==> src/rtl/aq_f_spsram_init_if.sv <==
// Access bus of the initialising single-port SRAM: user requests in, read data and status out.
interface aq_f_spsram_init_if #(
  parameter int ADDR_WIDTH = 7,
  parameter int DATA_WIDTH = 8
);
  logic [ADDR_WIDTH-1:0] A;
  logic                  CEN;
  logic                  GWEN;
  logic [DATA_WIDTH-1:0] WEN;
  logic [DATA_WIDTH-1:0] D;
  logic                  INIT_REQ;
  logic [DATA_WIDTH-1:0] Q;
  logic                  Q_VLD;
  logic                  INIT_BUSY;

  modport master (
    output A, CEN, GWEN, WEN, D, INIT_REQ,
    input  Q, Q_VLD, INIT_BUSY
  );

  modport slave (
    input  A, CEN, GWEN, WEN, D, INIT_REQ,
    output Q, Q_VLD, INIT_BUSY
  );
endinterface

==> src/rtl/aq_f_spsram_init.sv <==
// Single-port SRAM with bit-level write mask, 1- or 2-cycle read latency and a
// built-in sweep that fills every entry with INIT_VAL after reset or on request.
module aq_f_spsram_init #(
  parameter int                    ADDR_WIDTH = 7,
  parameter int                    DATA_WIDTH = 8,
  parameter int                    READ_LAT   = 1,
  parameter int                    INIT_EN    = 1,
  parameter logic [DATA_WIDTH-1:0] INIT_VAL   = '0
) (
  input logic                CLK,
  input logic                RST_B,
  aq_f_spsram_init_if.slave  bus
);
  localparam int DEPTH = 2 ** ADDR_WIDTH;

  typedef enum logic {
    IDLE = 1'b0,
    INIT = 1'b1
  } state_e;

  state_e                  state_q, state_d;
  logic [ADDR_WIDTH-1:0]   cnt_q, cnt_d;
  logic [DATA_WIDTH-1:0]   mem [DEPTH];

  logic                    userAcc;
  logic                    rdAcc;
  logic                    wrAcc;
  logic                    memWe;
  logic [ADDR_WIDTH-1:0]   wrAddr;
  logic [DATA_WIDTH-1:0]   wrData;
  logic [DATA_WIDTH-1:0]   rdData;
  logic [DATA_WIDTH-1:0]   q_q;
  logic                    qVld_q;

  always_comb begin
    state_d = state_q;
    cnt_d   = cnt_q;
    case (state_q)
      IDLE: begin
        if (bus.INIT_REQ) begin
          state_d = INIT;
          cnt_d   = '0;
        end
      end
      INIT: begin
        cnt_d = cnt_q + ADDR_WIDTH'(1);
        if (&cnt_q) begin
          state_d = IDLE;
        end
      end
      default: begin
        state_d = IDLE;
        cnt_d   = '0;
      end
    endcase
  end

  always_ff @(posedge CLK) begin
    if (!RST_B) begin
      state_q <= (INIT_EN != 0) ? INIT : IDLE;
      cnt_q   <= '0;
    end else begin
      state_q <= state_d;
      cnt_q   <= cnt_d;
    end
  end

  // Reset never touches the array, so all array activity is gated by RST_B.
  assign userAcc = RST_B && (state_q == IDLE) && !bus.CEN;
  assign rdAcc   = userAcc && bus.GWEN;
  assign wrAcc   = userAcc && !bus.GWEN;
  assign memWe   = RST_B && ((state_q == INIT) || wrAcc);
  assign wrAddr  = (state_q == INIT) ? cnt_q : bus.A;
  assign rdData  = mem[bus.A];
  assign wrData  = (state_q == INIT) ? INIT_VAL
                                     : ((rdData & bus.WEN) | (bus.D & ~bus.WEN));

  always_ff @(posedge CLK) begin
    if (memWe) begin
      mem[wrAddr] <= wrData;
    end
  end

  if (READ_LAT == 1) begin : gRd1
    always_ff @(posedge CLK) begin
      if (!RST_B) begin
        q_q    <= '0;
        qVld_q <= 1'b0;
      end else begin
        qVld_q <= rdAcc;
        if (rdAcc) begin
          q_q <= rdData;
        end
      end
    end
  end else if (READ_LAT == 2) begin : gRd2
    logic [DATA_WIDTH-1:0] s1Data_q;
    logic                  s1Vld_q;

    // The second stage drains regardless of state, so a read in flight when a sweep starts still lands.
    always_ff @(posedge CLK) begin
      if (!RST_B) begin
        s1Vld_q <= 1'b0;
        q_q     <= '0;
        qVld_q  <= 1'b0;
      end else begin
        s1Vld_q <= rdAcc;
        if (rdAcc) begin
          s1Data_q <= rdData;
        end
        qVld_q <= s1Vld_q;
        if (s1Vld_q) begin
          q_q <= s1Data_q;
        end
      end
    end
  end else begin : gRdBad
    $error("aq_f_spsram_init: READ_LAT must be 1 or 2");
  end

  assign bus.Q         = q_q;
  assign bus.Q_VLD     = qVld_q;
  assign bus.INIT_BUSY = (state_q == INIT);
endmodule

==> src/flat_wrapper.sv <==
// flat-port wrapper written by rule: the top's interface ports become plain ports
module aq_f_spsram_init_flat 
#(
  parameter int                    ADDR_WIDTH = 7,
  parameter int                    DATA_WIDTH = 8,
  parameter int                    READ_LAT   = 1,
  parameter int                    INIT_EN    = 1,
  parameter logic [DATA_WIDTH-1:0] INIT_VAL   = '0
)
  (CLK, RST_B, bus_A, bus_CEN, bus_GWEN, bus_WEN, bus_D, bus_INIT_REQ, bus_Q, bus_Q_VLD, bus_INIT_BUSY);
  aq_f_spsram_init_if #(.ADDR_WIDTH(ADDR_WIDTH), .DATA_WIDTH(DATA_WIDTH)) bus_i ();
  input logic CLK;
  input logic RST_B;
  input wire logic [$bits(bus_i.A)-1:0] bus_A;
  input wire logic [$bits(bus_i.CEN)-1:0] bus_CEN;
  input wire logic [$bits(bus_i.GWEN)-1:0] bus_GWEN;
  input wire logic [$bits(bus_i.WEN)-1:0] bus_WEN;
  input wire logic [$bits(bus_i.D)-1:0] bus_D;
  input wire logic [$bits(bus_i.INIT_REQ)-1:0] bus_INIT_REQ;
  output wire logic [$bits(bus_i.Q)-1:0] bus_Q;
  output wire logic [$bits(bus_i.Q_VLD)-1:0] bus_Q_VLD;
  output wire logic [$bits(bus_i.INIT_BUSY)-1:0] bus_INIT_BUSY;
  assign bus_i.A = bus_A;
  assign bus_i.CEN = bus_CEN;
  assign bus_i.GWEN = bus_GWEN;
  assign bus_i.WEN = bus_WEN;
  assign bus_i.D = bus_D;
  assign bus_i.INIT_REQ = bus_INIT_REQ;
  assign bus_Q = bus_i.Q;
  assign bus_Q_VLD = bus_i.Q_VLD;
  assign bus_INIT_BUSY = bus_i.INIT_BUSY;
  aq_f_spsram_init #(.ADDR_WIDTH(ADDR_WIDTH), .DATA_WIDTH(DATA_WIDTH), .READ_LAT(READ_LAT), .INIT_EN(INIT_EN), .INIT_VAL(INIT_VAL)) u_core (.CLK(CLK), .RST_B(RST_B), .bus(bus_i));
endmodule
==> config.mk <==
export PLATFORM = sky130hd
export DESIGN_NAME = aq_f_spsram_init_flat
export DESIGN_NICKNAME = d
export VERILOG_FILES = /design/src/rtl/aq_f_spsram_init_if.sv /design/src/rtl/aq_f_spsram_init.sv /design/src/flat_wrapper.sv
export SDC_FILE = /design/constraint.sdc
export NUM_CORES = 1
export LEC_CHECK = 0
export BUFFER_PORTS_ARGS = -buffer_cell sky130_fd_sc_hd__buf_2
export CAP_MARGIN = 20
export CORE_UTILIZATION = 60
export DETAILED_ROUTE_END_ITERATION = 16
export PLACE_DENSITY = 0.79
export SLEW_MARGIN = 30
export SYNTH_ARGS = -nofsm -noshare
export SYNTH_HDL_FRONTEND = slang
export SYNTH_SLANG_ARGS = --single-unit
==> constraint.sdc <==
create_clock -name CLK -period 25.5 [get_ports CLK]
set_input_delay 1.275 -clock CLK [delete_from_list [all_inputs] [get_ports CLK]]
set_output_delay 1.275 -clock CLK [all_outputs]
set_load 0.02 [all_outputs]
### Word-level counts from Yosys, hierarchy flattened

Memories as Yosys holds them, arrays and structs flattened.
Cells that the tools add are included.

* register bits: 17
* RAM bits: 1024
* bits of input ports: 28
* output and inout port bits: 10
* word-level logic and storage cells: 30
* memories: 1

* add/sub/neg operators: 1
* eq/ne operators: 1
* mux-type cells: 9
* bitwise logic cells: 5
* reductions and logical operators: 9

Memory list
* u_core.mem: depth 128, width 8, rd ports 1, clocked after Yosys merged registers in 0, write ports 1, line aq_f_spsram_init.sv:23 `logic [DATA_WIDTH-1:0] mem [DEPTH];`

Operator list (count)
* 8-bit bitwise AND: 2
* 7-bit 2-to-1 mux: 2
* 7-bit one-hot mux with 2 select lines: 1
* 8-bit 2-to-1 mux: 1
* 8-bit NOT: 1
* 8-bit OR: 1
* 7-bit by 1-bit adder with 7-bit output (second input constant): 1
* 7-bit AND reduction: 1
* 1-bit logical AND: 5
* 1-bit 2-to-1 mux: 4
* 1-bit logical NOT: 2
* 2-bit != test (second input constant): 1
* 1-bit one-hot mux with 2 select lines: 1
* 1-bit logical OR: 1
* 1-bit NOT: 1

### Logic depth before layout (Yosys ltp)

Gate-level depths: netlist (run 1).

* depth in word-level cells: 8
* gate-level depth with buffers: 10
* gate-level depth less buffers: 6

### Worst setup path before layout (run 1)

No wires, ideal clock.

* path type: input to register
* from: input bus_A[3]
* to: memory u_core.mem[0][5] (data pin)
* library setup time: 1319 ps
* data arrival time: 8286 ps
* required time: 24181 ps
* setup slack: 15895 ps
* stages: 9
* path through: clkbuf_2 buf_6 nor2_1 clkbuf_1 a22oi_1 a21oi_1 nor4_1 or2_1 a311oi_1

* cells in the longest elaborated chain, start to end: 4

Ends and longest elaborated chain
* from (decl): line flat_wrapper.sv:14 `input wire logic [$bits(bus_i.A)-1:0] bus_A;`
* memory 128 x 8 bit
* 8-bit bitwise AND: line aq_f_spsram_init.sv:76 `: ((rdData & bus.WEN) | (bus.D & ~bus.WEN));`
* 8-bit OR: line aq_f_spsram_init.sv:76
* 8-bit 2-to-1 mux: line aq_f_spsram_init.sv:75 `assign wrData = (state_q == INIT) ? INIT_VAL`
* named net u_core.wrData[5]: line aq_f_spsram_init.sv:30 `logic [DATA_WIDTH-1:0] wrData;`
* to (decl): line aq_f_spsram_init.sv:23

The timed path passes the listed nets, and every way through them passes these cells.

### Worst setup path after layout (run 1)

* from: input bus_A[1]
* to: memory u_core.mem[12][7] (data pin)

Same word-level chain as after synthesis.

==> results of run 1 <==
per-stage QoR:
step                      instances  total power, mW  hold slack [ps]
after CTS                      3176            3.415            488.7
final                          3181            3.414            487.6
after floorplan                2174            1.978            529.4
after global placement         2994            2.013            473.4
after detailed placement       2997            2.016            474.4
after global routing           3180            3.489            509.7
path summary, 6_finish.rpt:
path,from,to,slack (ps),cells past startpoint
setup / recovery,bus_A[1],u_core.mem[12][7],19460,12
hold reg to reg,u_core.bus.Q[7],u_core.bus.Q[7],490,2
hold / removal,u_core.bus.Q[7],u_core.bus.Q[7],490,2
setup reg to reg,u_core.bus.INIT_BUSY,u_core.mem[13][6],21450,4
flip-flops by register name, indices dropped and copies added, names as in the netlist:
signal                cells
u_core.mem             1024
u_core.bus.Q              8
u_core.cnt_q              7
u_core.bus.INIT_BUSY      1
u_core.bus.Q_VLD          1
per-layer routing:
layer,GRT usage (%),vias up
li1,-,9013
met3,7.474,221
met4,10.76,0
met1,38.70,11120
met5,0,-
met2,43.86,1588
power by group through the flow:
stage | clock, mW | sequential, mW | combinational, mW
2_1_floorplan | 0 | 1.89 | 0.0883
3_3_place_gp | 0 | 1.89 | 0.123
3_5_place_dp | 0 | 1.89 | 0.126
4_1_cts | 1.43 | 1.85 | 0.127
5_1_grt | 1.50 | 1.85 | 0.135
6_report | 1.43 | 1.85 | 0.130
worst max-delay path: cells and delay by family:
family	cells	cell delay, ps
buf+inv	6	3120
compound gates	3	1010
mux	1	180
simple gates	2	500
cell usage in the layout (no fill, tap or decap), types with 6 or more instances in the layout:
| cell type | Yosys | final |
|---|---|---|
| edfxtp_1 | 1024 | 1024 |
| mux2i_1 | 265 | 265 |
| a22oi_1 | 186 | 186 |
| nor2_1 | 153 | 142 |
| mux4_2 | 124 | 124 |
| clkbuf_16 | 0 | 99 |
| buf_4 | 31 | 37 |
| nand4_1 | 36 | 36 |
| buf_2 | 40 | 35 |
| a21oi_1 | 33 | 33 |
| nand2_1 | 39 | 32 |
| o21ai_0 | 27 | 26 |
| clkinv_2 | 0 | 21 |
| nor4_1 | 16 | 16 |
| clkbuf_1 | 33 | 16 |
| dfxtp_1 | 17 | 16 |
| nor3_1 | 14 | 14 |
| clkinvlp_4 | 0 | 13 |
| nor2_2 | 0 | 11 |
| a221oi_1 | 9 | 9 |
| nand3b_1 | 9 | 9 |
| clkinv_1 | 1 | 9 |
| nand3_1 | 8 | 8 |
| or2_1 | 7 | 7 |
| o21ai_1 | 6 | 7 |
| a311oi_4 | 0 | 7 |
| nand2_2 | 0 | 7 |
| bufinv_16 | 0 | 7 |
| nor2b_1 | 8 | 6 |
| clkbuf_8 | 0 | 6 |
area by class of cell:
class,instances,area share (%)
timing repair buffer,82,1.359
tap,873,2.407
multi-input combinational,1001,20.70
clock inverter,59,1.227
sequential,1041,68.52
clock buffer,120,5.744
inverter,3,0.02482
antenna,2,0.01103
cell usage after synthesis (4+ instances only):
cell         n  area (um^2)
o21ai_1      6        30.03
and2_1       5        31.28
nor2b_1      8        50.05
dfxtp_1     17        340.3
clkbuf_1    33        123.9
nand2_1     39        146.4
or2_1        7        43.79
edfxtp_1  1024        30750
nor4bb_1     6        60.06
mux4_2     124         2793
nand3_1      8        40.04
buf_2       40        200.2
a22oi_1    186         1396
a221oi_1     9        78.83
mux2i_1    265         2653
a311oi_1     7        61.31
and3_1       4        25.02
nor2_1     153        574.3
nor4b_4      4        95.09
nand3b_1     9        67.56
a21oi_1     33        165.2
buf_1        4        15.01
o31ai_1      4        30.03
o21ai_0     27        135.1
buf_4       31        232.7
nand4_1     36        225.2
nor3_1      14        70.07
nor4_1      16        100.1
nand2b_1     5        31.28
and4b_1      4        40.04
buf_6       14        157.7
logic make-up after synthesis:
kind of cell    Yosys count
flops                  1041
simple gates            327
compound gates          283
fa+ha+maj                 1
mux                     390
buf+inv                 132
==> impl_results.md, run 1 <==
* Overall routing resource usage at ~28%
* Height of the die at around 260 um
* Final core occ at about two thirds
* Post-synthesis sequential area ratio at approximately 76%
* Final Max Tran Viols at 0
* Critical path class: input pin to register
* Post-route DRC at 0
* Area occupied by multi-input gates at between 9000 and 10000 um^2
* DR top layer: met4
* Die span in x at ~260 um
* Required @ worst endpoint at 25820 ps
* Largest family of logic cells by synthesized area: multiplexers
* Worst Setup Start Kind: input pin
* Clock Tree Buf Depth at 3
* Synth Area in Adders at less than 1%
* Clk pwr share at a little over two fifths
* Clock transition at path regs at around 60 ps
* Final hold vios at 0
* Distinct cells, synth at 53
* PD cells at ~75 nW/um^2
* Post-Synth XOR/XNOR Area at 0%
* Post-DP Area at roughly 42000 um^2
* Slew margin rel. at between 30% and 40%
* Setup_tns at 0 ps
* Vias in the first global route at about 22000
* Initial antenna violation count at 1
* First-pass GRT wire length at 142500 um
* Largest net degree at the start of global routing at 150
* Number of synthesized flops with an enable pin at a little over 1000
* Synth Area in Simple Gates at approximately 4%
* Switching part of the total power at 20.83%
* Crit path largest cell delay at 760 ps
* DR WL met2 at between 40000 and 50000 um
* H-tree depth at 3
* Register Area at just over 30000 um^2
* DP HPWL at between 50000 and 60000 um
* Initial Util at about three fifths
* Period utilisation layout at roughly a quarter
* Final instance area at between 40000 and 50000 um^2
* Clk_skew at ~35 ps
* Fraction of registers with async set/reset at 0%
* Multiplexer share of the synthesized area at a little over an eighth
* Comb power frac at ~3.8%
* Skew-Pair Late Insertion Delay at between 600 and 700 ps
* Maximum vdd drop at a little over 0.05 mV
* Max Freq at approximately 170 MHz
* Final global-route overflow total at 0
* Worst Tran Pin Value at between 1000 and 1500 ps
* Status: finished clean
* Static leakage at around 15 nW
* Pre-antenna DRT Iters at 6
* Hold Buf Count CTS at 0
* Port-buffer cells at 37
* CP Capture Type: register
* Mapped Avg Cell Area at approximately 19 um^2
* ANT nets after route at 0
* Post-Syn Area at around 41000 um^2
* CTS tree: built
* Root buf cell: clkbuf_16
* FP Rows at 95
* Vias per cell at between 6 and 7
* Tmin final at 6044 ps
* Via count at about 22000
* Metal3 WL at between 10000 and 15000 um
* Final worst slack at between 15000 and 20000 ps
* Main flop type after synthesis: edfxtp_1
* Max-cap violations at 0
* RSZ-0062 raised after global routing: no
* Nets at between 2000 and 2500
* Internal power at roughly 2.7 mW
* Setup repair bufs after CTS at 0
* Drt wl/cell at 30.62 um
* Syn Nets at between 2000 and 2500
* Crit Path Max Fanout at 100
* Most common cell on crit path: buf_4
* Routability cong. at around 0.9
* Hold crit path type: register to register
* Overall routed net length at roughly 97000 um
* Die area at 69440 um^2
* Cells along the critical path: buf_8 -> buf_4 -> buf_16 -> buf_4 -> mux2i_1 -> a22oi_1 -> nand4_1 -> nor3_1 -> o21ai_0 -> a311oi_4 -> clkbuf_8 -> buf_4
* Post-Syn Instances at 2174
* Sequential Power Share at a little over half
* Count of state elements after synthesis at ~1000
* DRT met1 WL at about 36000 um
* Cts repair resizes at 0
* Fill count at 4065
* Slowest-stage cell, CP: buf_4
* I/O Pins at 38
* Compound-Gate Fraction of Synth Area at under 10%
* Clock sink count at 1041
* Switching Power at ~0.71 mW
* TritonCTS Buffers at 97
* Final setup fails at 0
* Synth Warn # at 0
* Share of layout cells above drive strength 1 at between 15 and 20%
* Core area at approximately 67000 um^2
* Number of DRC markers in iteration 0 at 2938
* Worst slack, placed at approximately 19000 ps
* Layout area overhead at 10.58%
* CP Data Arrival Time at between 6000 and 7000 ps
Power figures use the tool's default switching activity.
==> inputs of run 2 (changes only) <==
Settings changed: CORE_UTILIZATION 60 to 57.
Clock period 25.5 ns to 5.22 ns, I/O delays scaled along.
==> run 2 against run 1 <==
- cell area up 1.6%
- critical path type unchanged
- die area up 5.2%
- non-clock buffer count up 62
- via count up 0.71%
- sequential cell count unchanged
- wire length up 1.2%
- critical endpoint is now u_core.mem[11][1]
- highest routed layer is now met5
==> impl_results.md, run 2 (synthesis results as in run 1) <==
* Hold Buf Count CTS at 2
* FP Rows at a little under 100
* TritonCTS Buffers at 100
* Reg with most FFs: u_core.mem
* Period utilisation layout at 77.40%
* Routability cong. at 0.9738
* Most frequent cells in the layout: edfxtp_1, mux2i_1, a22oi_1
* Initial antenna violation count at 5
* Post-DP Area at approximately 43000 um^2
* Drt wl/cell at about 30 um
* WHS at roughly 260 ps
* Met1 Resource Use GR at approximately 37%
* Root buf cell: clkbuf_16
* Final setup fails at 0
* First-pass GRT wire length at about 140000 um
* Worst slack, placed at around 640 ps
* Status: finished clean
* Final core occ at 64.61%
* Tmin final at roughly 4000 ps
* Setup repair bufs after CTS at 0
* Final global-route overflow total at 0
* Critical Path Sink: u_core.mem[11][1]
* Nets at 2320
* Vias per cell at between 6 and 7
* Clock transition at path regs at 60 ps
* GR Util met3 at about 6.3%
* Die span in x at 270.3 um
* ANT nets after route at 0
* Setup_tns at 0 ps
* Busiest grt layer: met2
* Critical path class: input pin to register
* Overall routing resource usage at 27.01%
* Largest net degree at the start of global routing at 94
* Overall routed net length at between 90000 and 100000 um
* Die area at between 70000 and 80000 um^2
* Vias in the first global route at 21880
* Layout area overhead at 12.36%
* Largest register FFs at between 1000 and 1500
* Port-buffer cells at 37
* R2r setup slk at ~1500 ps
* Number of DRC markers in iteration 0 at between 2000 and 3000
* Reg2reg end: u_core.mem[11][1]
* Final worst slack at ~1200 ps
* DP HPWL at 61200 um
* Worst Setup Start Kind: input pin
* I/O Pins at 38
* CP Capture Type: register
* Tot Pwr at between 15 and 20 mW
* Hold crit path type: input pin to register
* Cts repair resizes at 0
* Clock Tree Buf Depth at 3
* Crit Path Max Fanout at 84
* H-tree depth at 3
* Clk_skew at just under 50 ps
* Non-filler instance count after layout at between 3000 and 4000
* Final hold vios at 0
* Height of the die at roughly 270 um
* Max Freq at between 200 and 250 MHz
* Fill count at 4585
* CTS tree: built
* Met2 usage at between 40% and 50%
* Initial Util at about 58%
* Placed cell count at between 3000 and 4000
* Final Max Tran Viols at 0
* Via count at roughly 22000
* Maximum vdd drop at about 0.28 mV
* Pre-antenna DRT Iters at 8
* Clock sink count at 1041
* Skew-Pair Late Insertion Delay at roughly 680 ps
* Worst-case reg-to-reg path depth at 8
* CP startpoint: bus_A[3]
* Static leakage at ~15 nW
* Core area at between 70000 and 80000 um^2
* Max-cap violations at 0
* RR Startpoint: u_core.mem[46][1]
* Required @ worst endpoint at 5530 ps
* RSZ-0062 raised after global routing: no
* Commonest non-fill, non-tap cell in the layout: edfxtp_1
* PD cells at 368.0 nW/um^2
* Final instance area at 46110 um^2
* Worst Tran Pin Value at 1012 ps
* CP Data Arrival Time at 4350 ps
* Share of layout cells above drive strength 1 at 18.67%
* Post-route DRC at 0
* Slew margin rel. at ~32%
## run 2: cell types whose count changed in the layout (fill, tap and decap cells not counted), sizes merged
| cell | delta |
|---|---|
| bufinv | +3 |
| clkinv | +9 |
| dlygate4sd3 | +2 |
| clkinvlp | -5 |
| buf | +60 |
| inv | +2 |
| clkbuf | +1 |
| diode | +1 |
## run 2: report_power, final
group | leakage, nW | switching, mW | internal (mW)
sequential | 9.36 | 0.00576 | 9.05
clock | 1.59 | 3.13 | 4.10
combinational | 4.08 | 0.422 | 0.260
total | 15.0 | 3.55 | 13.4
## run 2: cell type report
class | count | area (um^2) | share of cell area, %
inverters | 3 | 11.26 | 0.02442
clock buffers | 121 | 2623 | 5.688
repair buffers | 144 | 1156 | 2.508
multi-input cells | 1001 | 9360 | 20.30
diodes | 3 | 7.507 | 0.01628
well taps | 950 | 1189 | 2.578
flip-flops and latches | 1041 | 31090 | 67.44
clock inverters | 68 | 665.6 | 1.444
## run 2: metal layers
metal	share of wire, %	up-vias
met5	0.027	-
met3	11	267
met4	4.3	4
li1	-	9133
met1	37	11180
met2	47	1508
## run 2: how the worst min path moves through the flow
stage                       from                   end  slack (ps)  cells after the start
floorplan           bus_INIT_REQ       u_core.cnt_q[1]         490                      3
global placement           RST_B  u_core.bus.INIT_BUSY         530                      2
detailed placement         RST_B  u_core.bus.INIT_BUSY         530                      2
CTS                   bus_WEN[5]    u_core.mem[108][5]         290                      3
global route          bus_WEN[5]    u_core.mem[108][5]         300                      3
finish                bus_WEN[5]    u_core.mem[108][5]         260                      3
## run 2: critical path, cell delays in order
cell      delay (ps)
buf_2            630
nor2b_2          650
buf_4            290
a22oi_1          130
a21oi_1          490
nor4_1           240
buf_4            200
or2_1            250
a311oi_4         290
buf_4            740
